<file path="src/rtl/hft_arb_pkg.sv">
// Shared types and constants for the engine command-source arbiter.
// Sources are UDP frame parser and UART command decoder.
package hft_arb_pkg;

    typedef enum logic [2:0] {
        IDLE        = 3'd0,
        BURST_UDP   = 3'd1,
        BURST_UART  = 3'd2,
        ABORT_PAD   = 3'd3,
        DUMP_ARM    = 3'd4,
        DUMP_STREAM = 3'd5
    } state_t;

    typedef enum logic [1:0] {
        SRC_NONE = 2'b00,
        SRC_UDP  = 2'b01,
        SRC_UART = 2'b10
    } src_t;

    // Zero-quantity no-op word, used to close an abandoned batch on the engine side.
    localparam logic [31:0] PAD_WORD = 32'h0000_0000;
    localparam logic [23:0] OP_DUMP  = 24'hF0E0D0;

endpackage

</file>
<file path="src/rtl/rr_arbiter2.sv">
// Two-requester round-robin arbiter with a registered last-grant pointer.
// Bit 0 is UDP, bit 1 is UART; after reset the pointer favours bit 0.
module rr_arbiter2 (
    input  logic       clk,
    input  logic       rst_n,
    input  logic [1:0] req,
    input  logic       en,
    output logic [1:0] gnt
);

    logic [1:0] last_grant_reg;
    logic [1:0] last_grant_next;

    // A requester wins when alone, or on a tie when the other one won last time.
    generate
        for (genvar gi = 0; gi < 2; gi++) begin : g_gnt
            assign gnt[gi] = en & req[gi] & (~req[1-gi] | last_grant_reg[1-gi]);
        end
    endgenerate

    always_comb begin
        last_grant_next = last_grant_reg;
        if (|gnt) begin
            last_grant_next = gnt;
        end
    end

    always_ff @(posedge clk) begin
        if (!rst_n) begin
            last_grant_reg <= 2'b10;
        end else begin
            last_grant_reg <= last_grant_next;
        end
    end

endmodule

</file>
<file path="src/rtl/cmd_source_arbiter.sv">
// Shares the matching-engine command input between the UDP and UART sources,
// keeping UDP batches atomic and routing dump responses back to the requester.
module cmd_source_arbiter
    import hft_arb_pkg::*;
#(
    parameter int DATA_W        = 32,
    parameter int BURST_TIMEOUT = 256,
    parameter int ABORT_CNT_W   = 8
) (
    input  logic                   clk_engine,
    input  logic                   rst_engine_n,
    input  logic [DATA_W-1:0]      udp_cmd_tdata,
    input  logic                   udp_cmd_tvalid,
    input  logic                   udp_cmd_tlast,
    input  logic                   udp_cmd_tdump,
    output logic                   udp_cmd_tready,
    input  logic [DATA_W-1:0]      uart_cmd_tdata,
    input  logic                   uart_cmd_tvalid,
    input  logic                   uart_cmd_tlast,
    input  logic                   uart_cmd_tdump,
    output logic                   uart_cmd_tready,
    output logic [DATA_W-1:0]      eng_tdata,
    output logic                   eng_tvalid,
    output logic                   eng_tlast,
    input  logic                   eng_tready,
    input  logic                   eng_busy,
    output logic                   eng_dump_start,
    input  logic [DATA_W-1:0]      dump_tdata,
    input  logic                   dump_tvalid,
    input  logic                   dump_tlast,
    output logic                   dump_tready,
    output logic [DATA_W-1:0]      udp_rsp_tdata,
    output logic                   udp_rsp_tvalid,
    output logic                   udp_rsp_tlast,
    input  logic                   udp_rsp_tready,
    output logic [DATA_W-1:0]      uart_rsp_tdata,
    output logic                   uart_rsp_tvalid,
    output logic                   uart_rsp_tlast,
    input  logic                   uart_rsp_tready,
    output logic [1:0]             grant_owner,
    output logic [ABORT_CNT_W-1:0] abort_cnt,
    output logic                   proto_err
);

    localparam int IDLE_W = $clog2(BURST_TIMEOUT);

    state_t                  state_reg, state_next;
    src_t                    owner_reg, owner_next;
    logic [IDLE_W-1:0]       idle_cnt_reg, idle_cnt_next;
    logic [ABORT_CNT_W-1:0]  abort_cnt_reg, abort_cnt_next;
    logic                    proto_err_reg, proto_err_next;
    logic                    first_beat_reg, first_beat_next;

    logic [1:0]              gnt;
    logic [DATA_W-1:0]       sel_tdata;
    logic                    sel_tvalid, sel_tlast, sel_tdump;
    logic                    src_tready;
    logic                    rsp_tvalid_own;

    rr_arbiter2 u_rr (
        .clk   (clk_engine),
        .rst_n (rst_engine_n),
        .req   ({uart_cmd_tvalid, udp_cmd_tvalid}),
        .en    (state_reg == IDLE),
        .gnt   (gnt)
    );

    // Owner-selected view of the command sources.
    always_comb begin
        sel_tdata  = udp_cmd_tdata;
        sel_tvalid = udp_cmd_tvalid;
        sel_tlast  = udp_cmd_tlast;
        sel_tdump  = udp_cmd_tdump;
        if (owner_reg == SRC_UART) begin
            sel_tdata  = uart_cmd_tdata;
            sel_tvalid = uart_cmd_tvalid;
            sel_tlast  = uart_cmd_tlast;
            sel_tdump  = uart_cmd_tdump;
        end
    end

    always_comb begin
        state_next      = state_reg;
        owner_next      = owner_reg;
        idle_cnt_next   = idle_cnt_reg;
        abort_cnt_next  = abort_cnt_reg;
        proto_err_next  = proto_err_reg;
        first_beat_next = first_beat_reg;
        eng_tdata       = sel_tdata;
        eng_tvalid      = 1'b0;
        eng_tlast       = 1'b0;
        eng_dump_start  = 1'b0;
        src_tready      = 1'b0;
        dump_tready     = 1'b0;
        rsp_tvalid_own  = 1'b0;

        case (state_reg)
            IDLE: begin
                idle_cnt_next   = '0;
                first_beat_next = 1'b1;
                if (gnt[0]) begin
                    owner_next = SRC_UDP;
                    state_next = udp_cmd_tdump ? DUMP_ARM : BURST_UDP;
                end else if (gnt[1]) begin
                    owner_next = SRC_UART;
                    state_next = uart_cmd_tdump ? DUMP_ARM : BURST_UART;
                end
            end

            BURST_UDP, BURST_UART: begin
                if (sel_tvalid && sel_tdump && !first_beat_reg) begin
                    // Stray dump mid-batch: swallow it so the batch can finish.
                    src_tready     = 1'b1;
                    proto_err_next = 1'b1;
                    idle_cnt_next  = '0;
                end else begin
                    eng_tvalid = sel_tvalid;
                    eng_tlast  = sel_tlast;
                    src_tready = eng_tready;
                    if (sel_tvalid && eng_tready) begin
                        idle_cnt_next   = '0;
                        first_beat_next = 1'b0;
                        if (sel_tlast) begin
                            state_next = IDLE;
                            owner_next = SRC_NONE;
                        end
                    end else if (!sel_tvalid) begin
                        idle_cnt_next = idle_cnt_reg + 1'b1;
                        if (idle_cnt_reg == IDLE_W'(BURST_TIMEOUT - 2)) begin
                            state_next = ABORT_PAD;
                        end
                    end
                end
            end

            ABORT_PAD: begin
                eng_tdata  = DATA_W'(PAD_WORD);
                eng_tvalid = 1'b1;
                eng_tlast  = 1'b1;
                if (eng_tready) begin
                    state_next = IDLE;
                    owner_next = SRC_NONE;
                    if (!(&abort_cnt_reg)) begin
                        abort_cnt_next = abort_cnt_reg + 1'b1;
                    end
                end
            end

            DUMP_ARM: begin
                if (!eng_busy) begin
                    eng_dump_start = 1'b1;
                    src_tready     = 1'b1;
                    state_next     = DUMP_STREAM;
                end
            end

            DUMP_STREAM: begin
                rsp_tvalid_own = dump_tvalid;
                dump_tready    = (owner_reg == SRC_UART) ? uart_rsp_tready : udp_rsp_tready;
                if (dump_tvalid && dump_tready && dump_tlast) begin
                    state_next = IDLE;
                    owner_next = SRC_NONE;
                end
            end

            default: begin
                state_next = IDLE;
                owner_next = SRC_NONE;
            end
        endcase
    end

    always_ff @(posedge clk_engine) begin
        if (!rst_engine_n) begin
            state_reg      <= IDLE;
            owner_reg      <= SRC_NONE;
            idle_cnt_reg   <= '0;
            abort_cnt_reg  <= '0;
            proto_err_reg  <= 1'b0;
            first_beat_reg <= 1'b1;
        end else begin
            state_reg      <= state_next;
            owner_reg      <= owner_next;
            idle_cnt_reg   <= idle_cnt_next;
            abort_cnt_reg  <= abort_cnt_next;
            proto_err_reg  <= proto_err_next;
            first_beat_reg <= first_beat_next;
        end
    end

    assign udp_cmd_tready  = src_tready && (owner_reg == SRC_UDP);
    assign uart_cmd_tready = src_tready && (owner_reg == SRC_UART);

    assign udp_rsp_tdata   = dump_tdata;
    assign udp_rsp_tlast   = dump_tlast;
    assign udp_rsp_tvalid  = rsp_tvalid_own && (owner_reg == SRC_UDP);
    assign uart_rsp_tdata  = dump_tdata;
    assign uart_rsp_tlast  = dump_tlast;
    assign uart_rsp_tvalid = rsp_tvalid_own && (owner_reg == SRC_UART);

    assign grant_owner = owner_reg;
    assign abort_cnt   = abort_cnt_reg;
    assign proto_err   = proto_err_reg;

endmodule

</file>
<file path="config.mk">
export PLATFORM = sky130hd
export DESIGN_NAME = cmd_source_arbiter
export DESIGN_NICKNAME = d
export VERILOG_FILES = /design/src/rtl/hft_arb_pkg.sv /design/src/rtl/rr_arbiter2.sv /design/src/rtl/cmd_source_arbiter.sv
export SDC_FILE = /design/constraint.sdc
export NUM_CORES = 1
export LEC_CHECK = 0
export CORE_ASPECT_RATIO = 1.2
export CORE_MARGIN = 2
export CORE_UTILIZATION = 31
export CTS_CLUSTER_DIAMETER = 40
export DETAILED_ROUTE_END_ITERATION = 10
export GPL_ROUTABILITY_DRIVEN = 0
export PLACE_DENSITY_LB_ADDON = 0.1
export SLEW_MARGIN = 20
export SYNTH_ARGS = -nofsm -noshare
export SYNTH_HDL_FRONTEND = slang
export SYNTH_SLANG_ARGS = --single-unit
</file>
<file path="constraint.sdc">
create_clock -name clk_engine -period 2.5 [get_ports clk_engine]
set_input_delay 0.5 -clock clk_engine [delete_from_list [all_inputs] [get_ports clk_engine]]
set_output_delay 0.5 -clock clk_engine [all_outputs]
set_load 0.02 [all_outputs]
</file>
==> impl_metrics.tcl, run 1 <==
set metrics [dict create \
    drc 0 \
    routed_wl_mm 8.43 \
    fin_crit_sh_pct 96.5 \
    grt_max_degree 33 \
    grt_setup_unrepaired "no" \
    fill_cells 802 \
    grt-busiest-layer "met2" \
    maxSlewHeadroom_pct 66.6 \
    worst-path-buf-inv 2 \
    initial_core_util_pct 31.9 \
    core_area_um2 7620 \
    grt_usage_pct 18.5 \
    min_period_ns 2.41 \
    crit_arrival_ns 1.91 \
    hpwl_mm 6.70 \
    whs_ns 0.480 \
    ys_async_sr_fraction_pct 0 \
    cp.required_ns 2.00 \
    synth_top_cell_by_area "buf_4" \
    start_kind "input pin" \
    wire_per_inst_um 16.0 \
    drv_cap 0 \
    synth_seq_area_share_pct 20.6 \
    diodes 0 \
    die_h_um 101 \
    io-pin-count 227 \
    status "complete, no violations" \
    ff_latch_area_um2 503 \
    synth.top_cells.by_count "89 x nand2_1, 67 x buf_4, 42 x a21oi_1" \
    synthesis.nets 473 \
    slowest_delay_ns 0.45 \
    fin_nets 548 \
    cts_tree "built" \
    use_met1_pct 24.3 \
    dp.cells 522 \
    drt_first_pass_iters 4 \
    routed_via_density 4.92 \
    area_delta_synth_final_pct 47.6 \
    ys.flop_type "dfxtp_1" \
    antenna_left 0 \
    met2_usage_pct 27.7 \
    timing.fmax_ghz 0.414 \
    netlist_area_um2 2430 \
    cts-root-buf "clkbuf_8" \
    synth_area_leaders "buf_4 21%, dfxtp_1 21%, nand2_1 14%" \
    post_cts_buffers 0 \
    synth_cell_types 46 \
    fin_cells 526 \
    grt_antenna_before_repair 0 \
    finalSetupViolations 0 \
    vias 2586 \
    drt_iter0_drc 93 \
    yosysWarnings 0 \
    yosys.cell_count.top_type "nand2_1" \
    multi_input_comb_area_um2 1350 \
    cts_made_buffers 3 \
    dp_slack_ns -0.426 \
    cts_htree_levels 1 \
    finClkSkew_ns 0.00406 \
    holdBufCountCts 0 \
    portBuffers 130 \
    critPathTopFamily "buffers and inverters" \
    syn_inst 360 \
    finalWorstSetupSlack_ns 0.0865 \
    drv_slew 0 \
    slowest_stage "clkdlybuf4s50_1" \
    synth_edf_count 0 \
    avgSynthCellArea_um2 6.74 \
    die_x_um 84.8 \
    path_max_fanout 3 \
    num_rows 35 \
    synthDominantCellAreaShare_pct 20.7 \
    hold_viol 0 \
    grt_pass1_wl_mm 12.8 \
    power.density_nw_per_um2 779 \
    cts_buffer_depth 2 \
    worstHoldPathType "reg -> reg" \
    cts.sinks 25 \
    worstMarginPinSlew_ns 0.501 \
    worstPathCellList "clkdlybuf4s50_1 > and4b_1 > a31oi_4 > nor2_1 > o32ai_2 > buf_2" \
    clock_latency_ns 0.27 \
    synth-seq-cells 25 \
    met3_usage_pct 9.34 \
    grt-ovfl-total 0 \
    endpoint_kind "output port" \
    max-vdd-ir-drop_v 0.000356 \
    crit_type "in -> out" \
    total_leakage_power_nw 1.67 \
    grt_pass1_vias 2481 \
    die-area_um2 8560 \
    clkTransAtPathRegs_ns 0.09 \
    drive_gt1_share_pct 10.1 \
]
## placed cells by master, fill, tap and decap left out, types with 7 or more instances in the layout
cell             instances
mux2i_1                  7
xor2_1                   8
buf_4                   20
dfxtp_1                 23
nand2_1                 89
nand3_1                 12
a21oi_1                 41
nor2_1                  28
dlymetal6s2s_1          27
clkdlybuf4s50_1         93
## layer usage
| layer | vias to the layer above | wire length, µm |
|---|---|---|
| li1 | 1279 | - |
| met1 | 1154 | 3610 |
| met2 | 149 | 3740 |
| met3 | 4 | 1040 |
| met4 | 0 | 40 |
| met5 | - | 0 |
## report_power, final
| group | internal (mW) | leakage [nW] | switching [mW] | total, mW |
|---|---|---|---|---|
| combinational | 0.935 | 1.44 | 1.09 | 2.02 |
| clock | 0.111 | 0.0255 | 0.131 | 0.243 |
| sequential | 0.458 | 0.204 | 0.0652 | 0.524 |
| total | 1.51 | 1.67 | 1.29 | 2.79 |
## final cells by class
type / count / share of cell area [%]
Multi-Input combinational cell: 248 / 37.7
Sequential cell: 25 / 14.0
Inverter: 4 / 0.419
Clock buffer: 3 / 1.15
Clock inverter: 1 / 0.140
Tap cell: 92 / 3.21
Timing Repair Buffer: 153 / 43.3
## worst paths after layout
check                          from                endpoint  slack, ns  cells after the start
max reg2reg          grant_owner[0]          grant_owner[1]       0.39                      7
min          u_rr.last_grant_reg[0]  u_rr.last_grant_reg[0]       0.48                      2
min reg2reg  u_rr.last_grant_reg[0]  u_rr.last_grant_reg[0]       0.48                      2
max                 uart_cmd_tvalid               eng_tlast       0.09                      6
## per-stage QoR
| stage | TNS [ns] | util (%) | power (mW) | area (µm²) |
|---|---|---|---|---|
| after floorplan | 0 | - | 1.84 | 2430 |
| after global placement | -1.39 | 45.6 | 2.61 | 3480 |
| after detailed placement | -1.47 | 45.6 | 2.62 | 3480 |
| after CTS | 0 | 46.1 | 2.84 | 3510 |
| after global routing | 0 | 47.0 | 3.01 | 3580 |
| final | 0 | 47.0 | 2.79 | 3580 |
## worst min-delay path: cells and delay by family, from the launching register on
| family | cells | cell delay (ns) |
|---|---|---|
| AOI/OAI and AO/OA | 1 | 0.05 |
| and+or+nand+nor | 1 | 0.05 |
| DFF | 1 | 0.33 |
## logic make-up after synthesis
| logic type | Yosys count | synth area share (%) |
|---|---|---|
| and+or+nand+nor | 157 | 28.5 |
| buffers and inverters | 87 | 24.5 |
| AOI/OAI and AO/OA | 65 | 16.0 |
| DFF | 25 | 20.6 |
| xor gates and xnor gates | 14 | 5.05 |
| muxes | 9 | 3.81 |
| adders and majority gates | 3 | 1.55 |
## timing repair
| action | CTS | global route |
|---|---|---|
| endpoints found under the setup margin | 36 | 31 |
| pin swaps | 1 | 1 |
| gates resized for setup | 22 | 34 |
(Power assumes the default switching activity.)
==> run 2, diff against run 1 <==
--- a/config.mk
+++ b/config.mk
@@ -12,6 +12,7 @@
 export DETAILED_ROUTE_END_ITERATION = 10
 export GPL_ROUTABILITY_DRIVEN = 0
 export PLACE_DENSITY_LB_ADDON = 0.1
+export SKIP_LAST_GASP = 1
 export SLEW_MARGIN = 20
 export SYNTH_ARGS = -nofsm -noshare
 export SYNTH_HDL_FRONTEND = slang
==> run 2 against run 1 <==
- critical path depth stayed put
- combinational power barely moved
- count of clock-buffer cells in the layout unchanged
- power fell by 0.21%
- final cell count did not move
==> impl_metrics.tcl, run 2 (same netlist as run 1, synthesis figures left out) <==
set metrics [dict create \
    status "complete, no violations" \
    hold_path_startpoint "u_rr.last_grant_reg[0]" \
    diodes 0 \
    path_max_fanout 8 \
    area_delta_synth_final_pct 47.2 \
    final_common_cell "clkdlybuf4s50_1" \
    hpwl_mm 6.70 \
    regToRegStartpoint "grant_owner[0]" \
    grt_max_degree 33 \
    fin_crit_sh_pct 99.1 \
    power.density_nw_per_um2 779 \
    grt_setup_unrepaired "yes" \
    max-vdd-ir-drop_v 0.000356 \
    clkTransAtPathRegs_ns 0.09 \
    dp.cells 522 \
    drc 0 \
    ff_latch_area_um2 503 \
    maxSlewHeadroom_pct 66.5 \
    worstHoldPathType "reg -> reg" \
    vias 2596 \
    tns_ns 0 \
    routed.top_layer "met4" \
    die-area_um2 8560 \
    whs_ns 0.480 \
    grt_pass1_vias 2481 \
    fin_cells 526 \
    drt_iter0_drc 68 \
    die_x_um 84.8 \
    finalWorstSetupSlack_ns 0.0229 \
    portBuffers 130 \
    wl_met2_mm 3.71 \
    total_leakage_power_nw 1.67 \
    crit_arrival_ns 1.98 \
    dp_slack_ns -0.426 \
    wire_per_inst_um 16.1 \
    crit_type "reg -> out" \
    grt-ovfl-total 0 \
    p_total_mw 2.79 \
    mostFrequentLayoutCells "93 x clkdlybuf4s50_1, 89 x nand2_1, 41 x a21oi_1" \
    drv_slew 0 \
    drive_gt1_share_pct 9.68 \
    wl_met1_mm 3.63 \
    cts.sinks 25 \
    routed_via_density 4.94 \
    cp.required_ns 2.00 \
    placed_cell_area_um2 3480 \
    routed-wl-met3_mm 1.07 \
    finalCoreUtilization_pct 46.9 \
    cts_tree "built" \
    io-pin-count 227 \
    cts-root-buf "clkbuf_8" \
    timing.fmax_ghz 0.404 \
    antenna_left 0 \
    cts_htree_levels 1 \
    grt_antenna_before_repair 0 \
    multi_input_comb_area_um2 1340 \
    min_period_ns 2.48 \
    grt_pass1_wl_mm 12.9 \
    core_area_um2 7620 \
    finalSetupViolations 0 \
    clock_latency_ns 0.27 \
    cts_buffer_depth 2 \
    num_rows 35 \
    drv_cap 0 \
    worstMarginPinSlew_ns 0.502 \
    start_kind "flip-flop" \
    fin_nets 548 \
    finClkSkew_ns 0.00314 \
    drt_first_pass_iters 4 \
    hold_viol 0 \
    fill_cells 803 \
    endpoint_kind "output port" \
    initial_core_util_pct 31.9 \
    grt_usage_pct 18.5 \
    design_area_um2 3570 \
    cp-startpoint "state_reg[0]" \
    cts_made_buffers 3 \
    routed_wl_mm 8.46 \
    die_h_um 101 \
]
[run 2: changes by cell type in the layout (fill, tap and decap cells not counted)]
cell	previous run	this run
clkbuf_2	1	2
o32ai_1	0	1
o32ai_2	1	0
nor2_2	1	0
nor2_1	28	29
buf_2	3	2
[run 2: area by class of cell]
| type | instances | area share (%) |
|---|---|---|
| timing repair buffer | 153 | 43.4 |
| multi-input combinational | 248 | 37.6 |
| sequential | 25 | 14.1 |
| tap | 92 | 3.22 |
| clock buffer | 3 | 1.16 |
| inverter | 4 | 0.420 |
| clock inverter | 1 | 0.140 |
[run 2: where the power goes]
group	switching (mW)	total (mW)	internal, mW
combinational	1.09	2.02	0.930
clock	0.132	0.243	0.111
sequential	0.0656	0.524	0.458
[run 2: timing repair]
| action | 4_1_cts | 5_1_grt |
|---|---|---|
| resized for setup | 18 | 35 |
| pin swaps | 1 | 1 |
| setup endpoints to repair | 36 | 31 |
| hold buffers | 0 | 0 |
| endpoints found under the hold margin | 0 | 0 |
| setup buffers | 0 | 0 |
[run 2: worst paths after layout]
path	slack (ns)	to	cells after the start
worst max register to register	0.39	state_reg[1]	7
worst max-delay path	0.02	eng_dump_start	6
worst min register to register	0.48	u_rr.last_grant_reg[0]	2
worst min-delay path	0.48	u_rr.last_grant_reg[0]	2
[run 2: critical path, stage by stage (launching register included)]
cell,delay [ns]
dfxtp_1,0.33
buf_4,0.16
nor2_1,0.16
nand2_1,0.09
nor2_1,0.22
buf_4,0.15
clkdlybuf4s50_1,0.59
[run 2: routing by layer]
layer  track usage [%]  vias up
li1                  -     1280
met1              24.3     1151
met2              27.7      161
met3              9.34        4
met4              3.17        0
met5                 0        -
==> run 3, diff against run 2 <==
--- a/config.mk
+++ b/config.mk
@@ -11,6 +11,7 @@
 export CTS_CLUSTER_DIAMETER = 40
 export DETAILED_ROUTE_END_ITERATION = 10
 export GPL_ROUTABILITY_DRIVEN = 0
+export GPL_TIMING_DRIVEN = 0
 export PLACE_DENSITY_LB_ADDON = 0.1
 export SKIP_LAST_GASP = 1
 export SLEW_MARGIN = 20
==> run 3 against run 2 <==
- clock skew grew 0.00067 ns
- maximum frequency grew 4.1%
- utilization grew 12 points
- non-clock buffer count grew 124
- critical path type unchanged
- largest cell class unchanged
- highest routed layer is now met5
==> impl_metrics.tcl, run 3 (same netlist as run 1, synthesis figures left out) <==
set metrics [dict create \
    portBuffers 194 \
    start_kind "flip-flop" \
    area_delta_synth_final_pct 86.3 \
    vias 2997 \
    cts_htree_levels 1 \
    hold_viol 0 \
    drv_slew 0 \
    fin_crit_sh_pct 95.2 \
    regToRegStartpoint "state_reg[0]" \
    drt_iter0_drc 66 \
    total_leakage_power_nw 2.01 \
    wire_per_inst_um 15.1 \
    hpwl_mm 8.23 \
    worstRegToRegCells 6 \
    slowest_stage "mux2_2" \
    die-area_um2 8560 \
    die_h_um 101 \
    routed_via_density 4.61 \
    endpoint_kind "output port" \
    met2_usage_pct 36.0 \
    cts_buffer_depth 2 \
    drc 0 \
    num_rows 35 \
    cts-root-buf "clkbuf_8" \
    worst-path-buf-inv 2 \
    crit_type "reg -> out" \
    grt_pass1_vias 2752 \
    grt_setup_unrepaired "yes" \
    fin_nets 672 \
    crit_arrival_ns 1.88 \
    mostFrequentLayoutCells "152 x clkdlybuf4s50_1, 89 x nand2_1, 67 x buf_4" \
    r2r_setup_slack_ns 0.37 \
    final_common_cell "clkdlybuf4s50_1" \
    io-pin-count 227 \
    worstPathCellList "nor2b_1 > buf_2 > mux2_2 > o221ai_1 > a21oi_1 > clkdlybuf4s15_2" \
    clock_latency_ns 0.27 \
    hold-path-endpoint "u_rr.last_grant_reg[0]" \
    grt_max_degree 14 \
    cts.sinks 25 \
    holdBufCountCts 0 \
    cts_tree "built" \
    grt_pass1_wl_mm 14.6 \
    maxSlewHeadroom_pct 46.2 \
    drv_cap 0 \
    diodes 0 \
    critPathTopFamily "buffers and inverters" \
    grt_antenna_before_repair 1 \
    whs_ns 0.477 \
    met3_usage_pct 4.59 \
    timing.fmax_ghz 0.420 \
    min_period_ns 2.38 \
    clkTransAtPathRegs_ns 0.09 \
    worstReg2RegEnd "state_reg[2]" \
    finalSetupViolations 0 \
    finalWorstSetupSlack_ns 0.120 \
    path_max_fanout 8 \
    routed_wl_mm 9.81 \
    max-vdd-ir-drop_v 0.000464 \
    p_total_mw 2.88 \
    dp_slack_ns -0.532 \
    core_area_um2 7620 \
    die_x_um 84.8 \
    grt_usage_pct 21.1 \
    power.density_nw_per_um2 638 \
    use_met1_pct 28.3 \
    cp.required_ns 2.00 \
    worstHoldPathType "reg -> reg" \
    hold_path_startpoint "u_rr.last_grant_reg[0]" \
    antenna_left 0 \
    cp-startpoint "grant_owner[1]" \
    drive_gt1_share_pct 18.1 \
    tns_ns 0 \
    hold_depth 2 \
    initial_core_util_pct 31.9 \
    slowest_delay_ns 0.42 \
    worstMarginPinSlew_ns 0.800 \
    grt-busiest-layer "met2" \
    cts_made_buffers 3 \
    finClkSkew_ns 0.00380 \
    status "complete, no violations" \
    drt_first_pass_iters 4 \
    grt-ovfl-total 0 \
]
run 3: layout make-up:
cell class,count,area [µm²]
buffer,83,598
clock buffer,4,45.0
fill,755,3100
inverter,4,15.0
multi-input combinational,248,1340
sequential,25,503
tap,92,115
timing repair buffer,194,1910
run 3: how the worst max path moves through the flow:
stage	endpoint	slack, ns	cells past startpoint
6_report	eng_tvalid	0.12	6
5_1_grt	eng_tvalid	-0.03	6
4_1_cts	eng_tlast	-0.03	5
3_5_place_dp	eng_tlast	-0.53	6
3_3_place_gp	eng_tlast	-0.55	6
2_1_floorplan	eng_tvalid	0.38	5
run 3: worst reg2reg max path: cells and delay by family, from the launching register on:
kind                   cells  cell delay, ns
and+or+nand+nor            2            0.98
muxes                      2            0.43
DFF                        1            0.31
buffers and inverters      1            0.16
AOI/OAI and AO/OA          1            0.15
run 3: per-layer routing:
layer,share of wire (%),vias to the layer above
met5,0.16,-
li1,-,1522
met2,50,100
met1,43,1369
met4,0.21,2
met3,6.8,4
run 3: stage by stage:
stage               area (µm²)  instances  utilization, %
floorplan                 2430        360               -
global placement          4480        646            58.9
detailed placement        4480        646            58.9
CTS                       4510        650            59.2
global route              4520        650            59.4
finish                    4520        650            59.4
run 3: power by group:
part	switching [mW]	internal [mW]	leakage, nW
combinational	1.18	0.941	1.78
sequential	0.0568	0.458	0.204
clock	0.130	0.114	0.0228
total	1.37	1.51	2.01
run 3: repair_timing:
action                                  in CTS  in global routing
endpoints found under the setup margin      36                 15
buffers inserted                             0                  0
gates cloned                                 0                  0
pin swaps                                    1                  0
resized for setup                           57                 17
